`src/rtl/cpu_axi_bridge_pkg.sv`:
```
// Shared state encodings, AXI IDs and fixed AXI3 attributes
// for the CPU-to-AXI bridge.
package cpu_axi_bridge_pkg;

  typedef enum logic [1:0] {
    R_IDLE,
    R_AR,
    R_R
  } rd_state_t;

  typedef enum logic [1:0] {
    W_IDLE,
    W_REQ,
    W_B
  } wr_state_t;

  localparam logic [3:0] INST_ID   = 4'd0;
  localparam logic [3:0] DATA_ID   = 4'd1;
  localparam logic [3:0] AXI_LEN   = 4'd0;
  localparam logic [1:0] AXI_BURST = 2'b01;
  localparam logic [1:0] AXI_LOCK  = 2'b00;
  localparam logic [3:0] AXI_CACHE = 4'd0;
  localparam logic [2:0] AXI_PROT  = 3'd0;

  function automatic logic [2:0] axi_size(
    input logic [1:0] size
  );
    return {1'b0, size};
  endfunction

endpackage

```
`src/rtl/cpu_axi_bridge_wr.sv`:
```
// Write side of the bridge: one outstanding write,
// AW and W driven independently, then the B response.
module cpu_axi_bridge_wr
  import cpu_axi_bridge_pkg::*;
#(
  parameter int ADDR_W = 32,
  parameter int DATA_W = 32
) (
  input  logic                clk,
  input  logic                resetn,
  input  logic                req,
  input  logic [1:0]          size,
  input  logic [ADDR_W-1:0]   addr,
  input  logic [DATA_W/8-1:0] strb,
  input  logic [DATA_W-1:0]   data,
  input  logic                hold,
  output logic                addr_ok,
  output logic                data_ok,
  output logic                busy,
  output logic [ADDR_W-1:0]   awaddr,
  output logic [2:0]          awsize,
  output logic                awvalid,
  input  logic                awready,
  output logic [DATA_W-1:0]   wdata,
  output logic [DATA_W/8-1:0] wstrb,
  output logic                wvalid,
  input  logic                wready,
  input  logic                bvalid,
  output logic                bready
);

  wr_state_t state, state_nx;
  logic      aw_done, w_done;

  always_ff @(posedge clk or negedge resetn) begin
    if (!resetn) state <= W_IDLE;
    else         state <= state_nx;
  end

  always_comb begin
    state_nx = state;
    addr_ok  = 1'b0;
    data_ok  = 1'b0;
    awvalid  = 1'b0;
    wvalid   = 1'b0;
    bready   = 1'b0;
    unique case (state)
      W_IDLE: begin
        addr_ok = req;
        if (req) state_nx = W_REQ;
      end
      W_REQ: begin
        awvalid = !aw_done;
        wvalid  = !w_done;
        if ((aw_done || awready) && (w_done || wready))
          state_nx = W_B;
      end
      W_B: begin
        // a same-cycle data read response owns data_ok
        bready  = !hold;
        data_ok = bvalid && !hold;
        if (bvalid && !hold) state_nx = W_IDLE;
      end
      default: state_nx = W_IDLE;
    endcase
  end

  always_ff @(posedge clk or negedge resetn) begin
    if (!resetn) begin
      aw_done <= 1'b0;
      w_done  <= 1'b0;
    end else if (state == W_REQ && state_nx == W_REQ) begin
      aw_done <= aw_done || awready;
      w_done  <= w_done || wready;
    end else begin
      aw_done <= 1'b0;
      w_done  <= 1'b0;
    end
  end

  always_ff @(posedge clk or negedge resetn) begin
    if (!resetn) begin
      awaddr <= '0;
      awsize <= '0;
      wdata  <= '0;
      wstrb  <= '0;
    end else if (state == W_IDLE && req) begin
      awaddr <= addr;
      awsize <= axi_size(size);
      wdata  <= data;
      wstrb  <= strb;
    end
  end

  assign busy = (state != W_IDLE);

endmodule

```
`src/rtl/cpu_axi_bridge.sv`:
```
// SRAM-like inst/data ports to one AXI3 master.
// BRIDGE_RAW_ADDR_CHECK_EN: only same-word writes block data reads.
module cpu_axi_bridge
  import cpu_axi_bridge_pkg::*;
#(
  parameter int ADDR_W = 32,
  parameter int DATA_W = 32
) (
  input  logic                clk,
  input  logic                resetn,
  input  logic                inst_req,
  input  logic                inst_wr,
  input  logic [1:0]          inst_size,
  input  logic [ADDR_W-1:0]   inst_addr,
  input  logic [DATA_W/8-1:0] inst_wstrb,
  input  logic [DATA_W-1:0]   inst_wdata,
  output logic                inst_addr_ok,
  output logic                inst_data_ok,
  output logic [DATA_W-1:0]   inst_rdata,
  input  logic                data_req,
  input  logic                data_wr,
  input  logic [1:0]          data_size,
  input  logic [ADDR_W-1:0]   data_addr,
  input  logic [DATA_W/8-1:0] data_wstrb,
  input  logic [DATA_W-1:0]   data_wdata,
  output logic                data_addr_ok,
  output logic                data_data_ok,
  output logic [DATA_W-1:0]   data_rdata,
  output logic [3:0]          arid,
  output logic [ADDR_W-1:0]   araddr,
  output logic [3:0]          arlen,
  output logic [2:0]          arsize,
  output logic [1:0]          arburst,
  output logic [1:0]          arlock,
  output logic [3:0]          arcache,
  output logic [2:0]          arprot,
  output logic                arvalid,
  input  logic                arready,
  input  logic [3:0]          rid,
  input  logic [DATA_W-1:0]   rdata,
  input  logic                rvalid,
  output logic                rready,
  output logic [3:0]          awid,
  output logic [ADDR_W-1:0]   awaddr,
  output logic [3:0]          awlen,
  output logic [2:0]          awsize,
  output logic [1:0]          awburst,
  output logic [1:0]          awlock,
  output logic [3:0]          awcache,
  output logic [2:0]          awprot,
  output logic                awvalid,
  input  logic                awready,
  output logic [3:0]          wid,
  output logic [DATA_W-1:0]   wdata,
  output logic [DATA_W/8-1:0] wstrb,
  output logic                wlast,
  output logic                wvalid,
  input  logic                wready,
  input  logic                bvalid,
  output logic                bready
);

  rd_state_t r_state, r_nx;
  logic      data_rd, rd_block;
  logic      pick_data, pick_inst, rd_fire;
  logic      rd_data_hit;
  logic      wr_addr_ok, wr_data_ok, wr_busy;
  logic      unused_inst;

  assign unused_inst = ^{inst_wr, inst_wstrb, inst_wdata};
  assign data_rd     = data_req && !data_wr;

`ifdef BRIDGE_RAW_ADDR_CHECK_EN
  assign rd_block = wr_busy &&
    (data_addr[ADDR_W-1:2] == awaddr[ADDR_W-1:2]);
`else
  assign rd_block = wr_busy;
`endif

  always_ff @(posedge clk or negedge resetn) begin
    if (!resetn) r_state <= R_IDLE;
    else         r_state <= r_nx;
  end

  always_comb begin
    r_nx      = r_state;
    arvalid   = 1'b0;
    rready    = 1'b0;
    pick_data = 1'b0;
    pick_inst = 1'b0;
    rd_fire   = 1'b0;
    unique case (r_state)
      R_IDLE: begin
        pick_data = data_rd && !rd_block;
        pick_inst = inst_req && !pick_data;
        if (pick_data || pick_inst) r_nx = R_AR;
      end
      R_AR: begin
        arvalid = 1'b1;
        if (arready) r_nx = R_R;
      end
      R_R: begin
        rready  = 1'b1;
        rd_fire = rvalid;
        if (rvalid) r_nx = R_IDLE;
      end
      default: r_nx = R_IDLE;
    endcase
  end

  always_ff @(posedge clk or negedge resetn) begin
    if (!resetn) begin
      arid   <= '0;
      araddr <= '0;
      arsize <= '0;
    end else begin
      unique case (1'b1)
        pick_data: begin
          arid   <= DATA_ID;
          araddr <= data_addr;
          arsize <= axi_size(data_size);
        end
        pick_inst: begin
          arid   <= INST_ID;
          araddr <= inst_addr;
          arsize <= axi_size(inst_size);
        end
        default: ;
      endcase
    end
  end

  assign rd_data_hit  = rd_fire && (rid == DATA_ID);
  assign inst_addr_ok = pick_inst;
  assign data_addr_ok = pick_data || wr_addr_ok;
  assign inst_data_ok = rd_fire && (rid == INST_ID);
  assign data_data_ok = rd_data_hit || wr_data_ok;
  assign inst_rdata   = rdata;
  assign data_rdata   = rdata;

  cpu_axi_bridge_wr #(
    .ADDR_W (ADDR_W),
    .DATA_W (DATA_W)
  ) u_wr (
    .clk     (clk),
    .resetn  (resetn),
    .req     (data_req && data_wr),
    .size    (data_size),
    .addr    (data_addr),
    .strb    (data_wstrb),
    .data    (data_wdata),
    .hold    (rd_data_hit),
    .addr_ok (wr_addr_ok),
    .data_ok (wr_data_ok),
    .busy    (wr_busy),
    .awaddr  (awaddr),
    .awsize  (awsize),
    .awvalid (awvalid),
    .awready (awready),
    .wdata   (wdata),
    .wstrb   (wstrb),
    .wvalid  (wvalid),
    .wready  (wready),
    .bvalid  (bvalid),
    .bready  (bready)
  );

  assign arlen   = AXI_LEN;
  assign arburst = AXI_BURST;
  assign arlock  = AXI_LOCK;
  assign arcache = AXI_CACHE;
  assign arprot  = AXI_PROT;
  assign awid    = DATA_ID;
  assign awlen   = AXI_LEN;
  assign awburst = AXI_BURST;
  assign awlock  = AXI_LOCK;
  assign awcache = AXI_CACHE;
  assign awprot  = AXI_PROT;
  assign wid     = DATA_ID;
  assign wlast   = 1'b1;

endmodule

```
`config.mk`:
```
export PLATFORM = sky130hd
export DESIGN_NAME = cpu_axi_bridge
export DESIGN_NICKNAME = d
export VERILOG_FILES = /design/src/rtl/cpu_axi_bridge_pkg.sv /design/src/rtl/cpu_axi_bridge_wr.sv /design/src/rtl/cpu_axi_bridge.sv
export SDC_FILE = /design/constraint.sdc
export NUM_CORES = 1
export LEC_CHECK = 0
export BUFFER_PORTS_ARGS = -buffer_cell sky130_fd_sc_hd__buf_2
export CORE_AREA = 2 2 159 161
export DETAILED_ROUTE_END_ITERATION = 10
export DIE_AREA = 0 0 161 163
export GPL_TIMING_DRIVEN = 0
export MAX_ROUTING_LAYER = met4
export PLACE_DENSITY = 0.61
export SLEW_MARGIN = 25
export SYNTH_ARGS = -nofsm -noshare
export SYNTH_HDL_FRONTEND = slang
export SYNTH_SLANG_ARGS = --single-unit
```
`constraint.sdc`:
```
create_clock -name clk -period 4.9 [get_ports clk]
set_input_delay 0.49 -clock clk [delete_from_list [all_inputs] [get_ports clk]]
set_output_delay 0.49 -clock clk [all_outputs]
set_load 0.005 [all_outputs]
```
* Word-level counts from Yosys, hierarchy flattened
Index checks and enable logic that the tools add are counted.
** Storage, ports and cells
- Input port bits :: 187
- Word-level logic and storage cells :: 70
- Flip-flop bits (word level) :: 115
** Operators by class
- Muxes and demuxes :: 23
- Eq/ne operators :: 9
- Reduce and logical (&&, ||, !) cells :: 27
** Operators by type and width (number)
- case mux 32 bit (2 select lines) :: 1
- two-way mux 1 bit :: 12
- two-way mux 2 bit :: 6
- case mux 2 bit (3 select lines) :: 2
- logical AND 1 bit :: 10
- case mux 4 bit (2 select lines) :: 1
- == test 2 x 1 -> 1 bit (second input constant) :: 3
- logical NOT 1 bit :: 6
- != test 2 bit (second input constant) :: 3
- case mux 3 bit (2 select lines) :: 1
- logical OR 1 bit :: 5
- == test 2 bit (second input constant) :: 2
- == test 4 x 1 -> 1 bit (second input constant) :: 1
- logical NOT 2 bit :: 2
- logical NOT 4 bit :: 1
- nonzero test 2 bit :: 2
- AND reduction 3 bit :: 1

* Depth between registers and ports, before layout
- Depth after elaboration :: 10
- Gate-level depth with buffers :: 5
- Mapped depth without buffers :: 3

* Hierarchy
From an unflattened synthesis, not the netlist that was laid out.
** Second synthesis, totals
- Cells, all modules :: 537
- Area, all modules :: 6150.9 um^2
** Modules (own cells, without submodules)
- cpu_axi_bridge_wr :: area each 3156.8 um^2, seq. area each 1851.8 um^2, cells each 170, instances 1
- cpu_axi_bridge :: area each 2994.1 um^2, seq. area each 925.9 um^2, cells each 367, instances 1

* Least setup slack after synthesis
OpenSTA, ideal clock, no wires.
- Path type :: input to output
- Start point :: input data_wr
- End point :: output data_addr_ok
- Path slack :: 2974 ps
- Data required time :: 4410 ps
- Stages :: 4
- Path buffers :: 2
- Arrival :: 1436 ps
- Cell sequence :: or4b_1 -> buf_6 -> buf_6 -> o21ai_0
** Between the ends
- Word-level cells in the longest chain between the ends :: 5
- Elaborated cells between the ends (all ways) :: 7
- Classes of those cells :: 2 x mux; 5 x reduce/logical
** RTL lines
- from (decl) :: line cpu_axi_bridge.sv:21 : input logic data_wr,
- logical NOT 1 bit :: line cpu_axi_bridge.sv:71 : assign data_rd = data_req && !data_wr;
- logical AND 1 bit :: line cpu_axi_bridge.sv:71
- logical AND 1 bit :: line cpu_axi_bridge.sv:94 : pick_data = data_rd && !rd_block;
- two-way mux 1 bit :: line cpu_axi_bridge.sv:92 : unique case (r_state)
- logical OR 1 bit * :: line cpu_axi_bridge.sv:135 : assign data_addr_ok = pick_data || wr_addr_ok;
- to (decl) :: line cpu_axi_bridge.sv:26 : output logic data_addr_ok,
Mark *: on every way between the ends. The rest lies on a longest branch, timed or not.

* Final worst setup path
- Start point :: register r_state[0]
- End point :: output inst_addr_ok
** Between the ends
- Word-level cells in the longest chain between the ends :: 2
** RTL lines
- from (decl) :: line cpu_axi_bridge.sv:63 : rd_state_t r_state, r_nx;
- from (signal assigned) :: line cpu_axi_bridge.sv:82 : else r_state <= r_nx;
- logical NOT 2 bit :: line cpu_axi_bridge.sv:92
- two-way mux 1 bit :: line cpu_axi_bridge.sv:92
- to (decl) :: line cpu_axi_bridge.sv:17 : output logic inst_addr_ok,
Every way passes these cells.

==> results.py <==
metrics = {
    "status": {
        "run_status": "completed",
    },
    "timing": {
        "report.final.hold_viol_count": 0,
        "post-route-min-period_ns": 2.82,
        "setup_tns_ns": 0,
        "finalMaxSlewViolations": 0,
        "fin_skew_ns": 0.0115,
        "setup_viol_count_final": 0,
        "rsz0062_at_grt": "false",
        "post-route-period-util_pct": 57.6,
        "max_slew.worst_pin.slew_ns": 0.727,
        "worst_slew_margin_rel_pct": 51.1,
        "max_freq_ghz": 0.355,
    },
    "flow_run": {
        "max_cap_viol_count": 0,
    },
    "floorplan": {
        "initial_core_util_pct": 23.5,
        "design.portCount": 409,
        "placement_rows": 58,
        "floorplan.die_area_mm2": 0.0262,
        "die_y_um": 163,
        "floorplan.die.width_um": 161,
        "core_area_mm2": 0.0247,
    },
    "logic_synthesis": {
        "post_synth_instance_area_mm2": 0.00580,
        "syn_inst": 537,
        "yosysUniqueCellTypes": 28,
        "yosys_register_bits": 111,
        "syn-mean-instance-area_um2": 10.8,
        "yosysWarningCount": 0,
        "synth_seq_area_share_pct": 47.9,
    },
    "setup_path": {
        "crit_fanout": 10,
        "cp.required_ns": 4.41,
        "start_kind": "register",
        "timing_worst_setup_path_type": "reg2out",
        "cp_arrival_ns": 2.33,
        "worstSetupEndpointType": "primary output",
        "r2r.worst_path.cells": 4,
    },
    "power": {
        "cellPowerDensity_mw_per_mm2": 524,
        "power.ir.vdd_worst_v": 0.000176,
        "leakage_power_of_the_design_nw": 4.14,
    },
    "final_layout": {
        "num-nets-final": 1072,
        "final_std_cell_area_no_fill_mm2": 0.00819,
        "fill_cells": 2572,
        "layout-drive-gt1-share_pct": 57.4,
        "area_growth_syn_to_layout_pct": 41.1,
    },
    "cts": {
        "htree_num_levels": 3,
        "numCtsBuffers": 9,
        "cts.root.buffer_cell": "sky130_fd_sc_hd__clkbuf_16",
        "postCtsSetupRepairBufs": 0,
        "number_of_hold_buffers_added_after_cts": 0,
        "clkSlewWorstSetupHoldPaths_ns": 0.08,
        "cts_sinks": 111,
        "insertion_delay_ns": 0.36,
        "clk_path_buf_depth": 2,
        "post_cts_resized": 0,
        "tritoncts": "yes",
    },
    "min_path": {
        "min_path_type": "in2async",
    },
    "drt": {
        "detailroute.via_count": 5233,
        "dr.first_iter.drc_count": 287,
        "avgViaCountPerCell": 4.28,
        "drt_wl_total_um": 20000,
        "drc": 0,
        "drt_pass1_iterations": 4,
        "routedWlPerCell_um": 16.3,
        "drtAntennaViolNets": 0,
    },
    "grt": {
        "groute.usage.overall_pct": 15.1,
        "global_route_wire_length_before_repair_um": 29600,
        "global_route.overflow_total": 0,
        "initial_antenna_violation_count": 2,
        "grt_start_max_net_pins": 59,
        "grt_pass1_vias": 5026,
    },
    "place": {
        "port-buffer-count": 294,
        "placedInstanceArea_mm2": 0.00788,
        "finalWeightedCongestion": 0.771,
        "hpwlAfterDp_um": 15400,
    },
}
[kinds of logic (layout without fill, tap and decap cells)]
kind of cell,after synthesis,after routing,synth area share (%)
AO/OA/AOI/OAI,8,8,1.06
flip-flops,111,111,47.9
buffers and inverters,146,457,17.5
other,2,46,0.129
AND/OR/NAND/NOR,200,200,19.9
multiplexers,70,70,13.6
[synthesized netlist by cell type]
cell                       count  area [um^2]
sky130_fd_sc_hd__inv_1         1         3.75
sky130_fd_sc_hd__and3_1        1         6.26
sky130_fd_sc_hd__conb_1        2         7.51
sky130_fd_sc_hd__nand4_1      68          425
sky130_fd_sc_hd__nor4b_4       1         23.8
sky130_fd_sc_hd__o22ai_1       2         12.5
sky130_fd_sc_hd__buf_4       108          811
sky130_fd_sc_hd__clkbuf_1     19         71.3
sky130_fd_sc_hd__nor4_1        2         12.5
sky130_fd_sc_hd__dfrtp_1     111         2780
sky130_fd_sc_hd__or2_2         1         6.26
sky130_fd_sc_hd__nand3_1      34          170
sky130_fd_sc_hd__nor2b_1       1         6.26
sky130_fd_sc_hd__or2b_1        1         7.51
sky130_fd_sc_hd__a22o_1        1         8.76
sky130_fd_sc_hd__a21o_1        2         15.0
sky130_fd_sc_hd__o21ai_0       2         10.0
sky130_fd_sc_hd__buf_2        12         60.1
sky130_fd_sc_hd__nand2_1      38          143
sky130_fd_sc_hd__a221oi_2      1         15.0
sky130_fd_sc_hd__nand3_2       1         10.0
sky130_fd_sc_hd__nand3b_1     35          263
sky130_fd_sc_hd__mux2_2       70          788
sky130_fd_sc_hd__nand2b_1      3         18.8
sky130_fd_sc_hd__buf_6         6         67.6
sky130_fd_sc_hd__or4b_1        1         10.0
sky130_fd_sc_hd__and2b_1       1         7.51
sky130_fd_sc_hd__nor2_1       12         45.0
[layout make-up]
type / instances / area (um^2) / share of cell area [%]
well taps: 330 / 413 / 5.04
clock inverters: 6 / 62.6 / 0.764
diodes: 2 / 5.00 / 0.0611
flip-flops and latches: 111 / 2780 / 33.9
multi-input cells: 322 / 2170 / 26.5
plain buffers: 145 / 1010 / 12.3
repair buffers: 295 / 1510 / 18.4
inverters: 1 / 3.75 / 0.0458
clock buffers: 10 / 239 / 2.92
[worst max-delay path, stage by stage (launching register included)]
cell	delay (ns)
sky130_fd_sc_hd__dfrtp_1	0.43
sky130_fd_sc_hd__nor2_1	0.55
sky130_fd_sc_hd__clkbuf_1	0.50
sky130_fd_sc_hd__nand2_1	0.21
sky130_fd_sc_hd__nor2_1	0.14
sky130_fd_sc_hd__buf_2	0.14
[cells in the final DEF, fill, tap and decap left out, types with 2 or more instances in the layout]
cell | synthesis | routed
sky130_fd_sc_hd__nand3_1 | 34 | 34
sky130_fd_sc_hd__nand2b_1 | 3 | 3
sky130_fd_sc_hd__conb_1 | 2 | 44
sky130_fd_sc_hd__a21o_1 | 2 | 2
sky130_fd_sc_hd__nand2_1 | 38 | 38
sky130_fd_sc_hd__clkbuf_16 | 0 | 9
sky130_fd_sc_hd__clkinv_4 | 0 | 3
sky130_fd_sc_hd__nor4_1 | 2 | 2
sky130_fd_sc_hd__buf_6 | 6 | 6
sky130_fd_sc_hd__nand4_1 | 68 | 68
sky130_fd_sc_hd__nor2_1 | 12 | 12
sky130_fd_sc_hd__buf_2 | 12 | 305
sky130_fd_sc_hd__o21ai_0 | 2 | 2
sky130_fd_sc_hd__dfrtp_1 | 111 | 111
sky130_fd_sc_hd__nand3b_1 | 35 | 35
sky130_fd_sc_hd__clkbuf_1 | 19 | 19
sky130_fd_sc_hd__diode_2 | 0 | 2
sky130_fd_sc_hd__buf_4 | 108 | 108
sky130_fd_sc_hd__o22ai_1 | 2 | 2
sky130_fd_sc_hd__mux2_2 | 70 | 70
[per-layer routing]
layer | global-route usage, % | part of all wire (%) | up-vias
li1 | - | - | 2452
met1 | 19.2 | 43 | 2547
met2 | 24.6 | 49 | 211
met3 | 2.78 | 5.9 | 23
met4 | 4.87 | 1.9 | 0
met5 | - | 0 | -
[per-stage QoR]
stage	util, %	setup slack [ns]	std cells	total power, mW	hold WS, ns
after floorplan	-	2.97	579	2.64	0.194
after detailed placement	31.9	2.23	1204	3.59	0.448
after CTS	33.2	1.81	1220	4.37	0.0470
after global routing	33.2	1.73	1222	4.62	0.0542
final	33.2	2.08	1222	4.29	0.0353
after global placement	31.8	1.78	1203	3.52	0.484
[power breakdown]
part           switching, mW  internal (mW)  total, mW
clock                  0.384          0.373      0.757
sequential             0.277           1.38       1.66
combinational          0.957          0.917       1.87
total                   1.62           2.67       4.29
[final timing paths]
kind | startpoint | endpoint | slack, ns
setup reg to reg | r_state[0] | arid[0] | 2.87
hold / removal | resetn | u_wr.wdata[29] | 0.04
max in group asynchronous | resetn | araddr[5] | 4.18
setup / recovery | r_state[0] | inst_addr_ok | 2.08
hold reg to reg | u_wr.wdata[23] | u_wr.wdata[23] | 0.51
min in group clk | arready | r_state[0] | 0.34
[registers in the layout, summed over array words and instances (netlist names)]
name and cells:
araddr 32, arid 1, arsize 2, r_state 2, u_wr.aw_done 1, u_wr.awaddr 32, u_wr.awsize 2, u_wr.state 2
u_wr.w_done 1, u_wr.wdata 32, u_wr.wstrb 4
No activity file was read; power rests on OpenSTA's default activity.
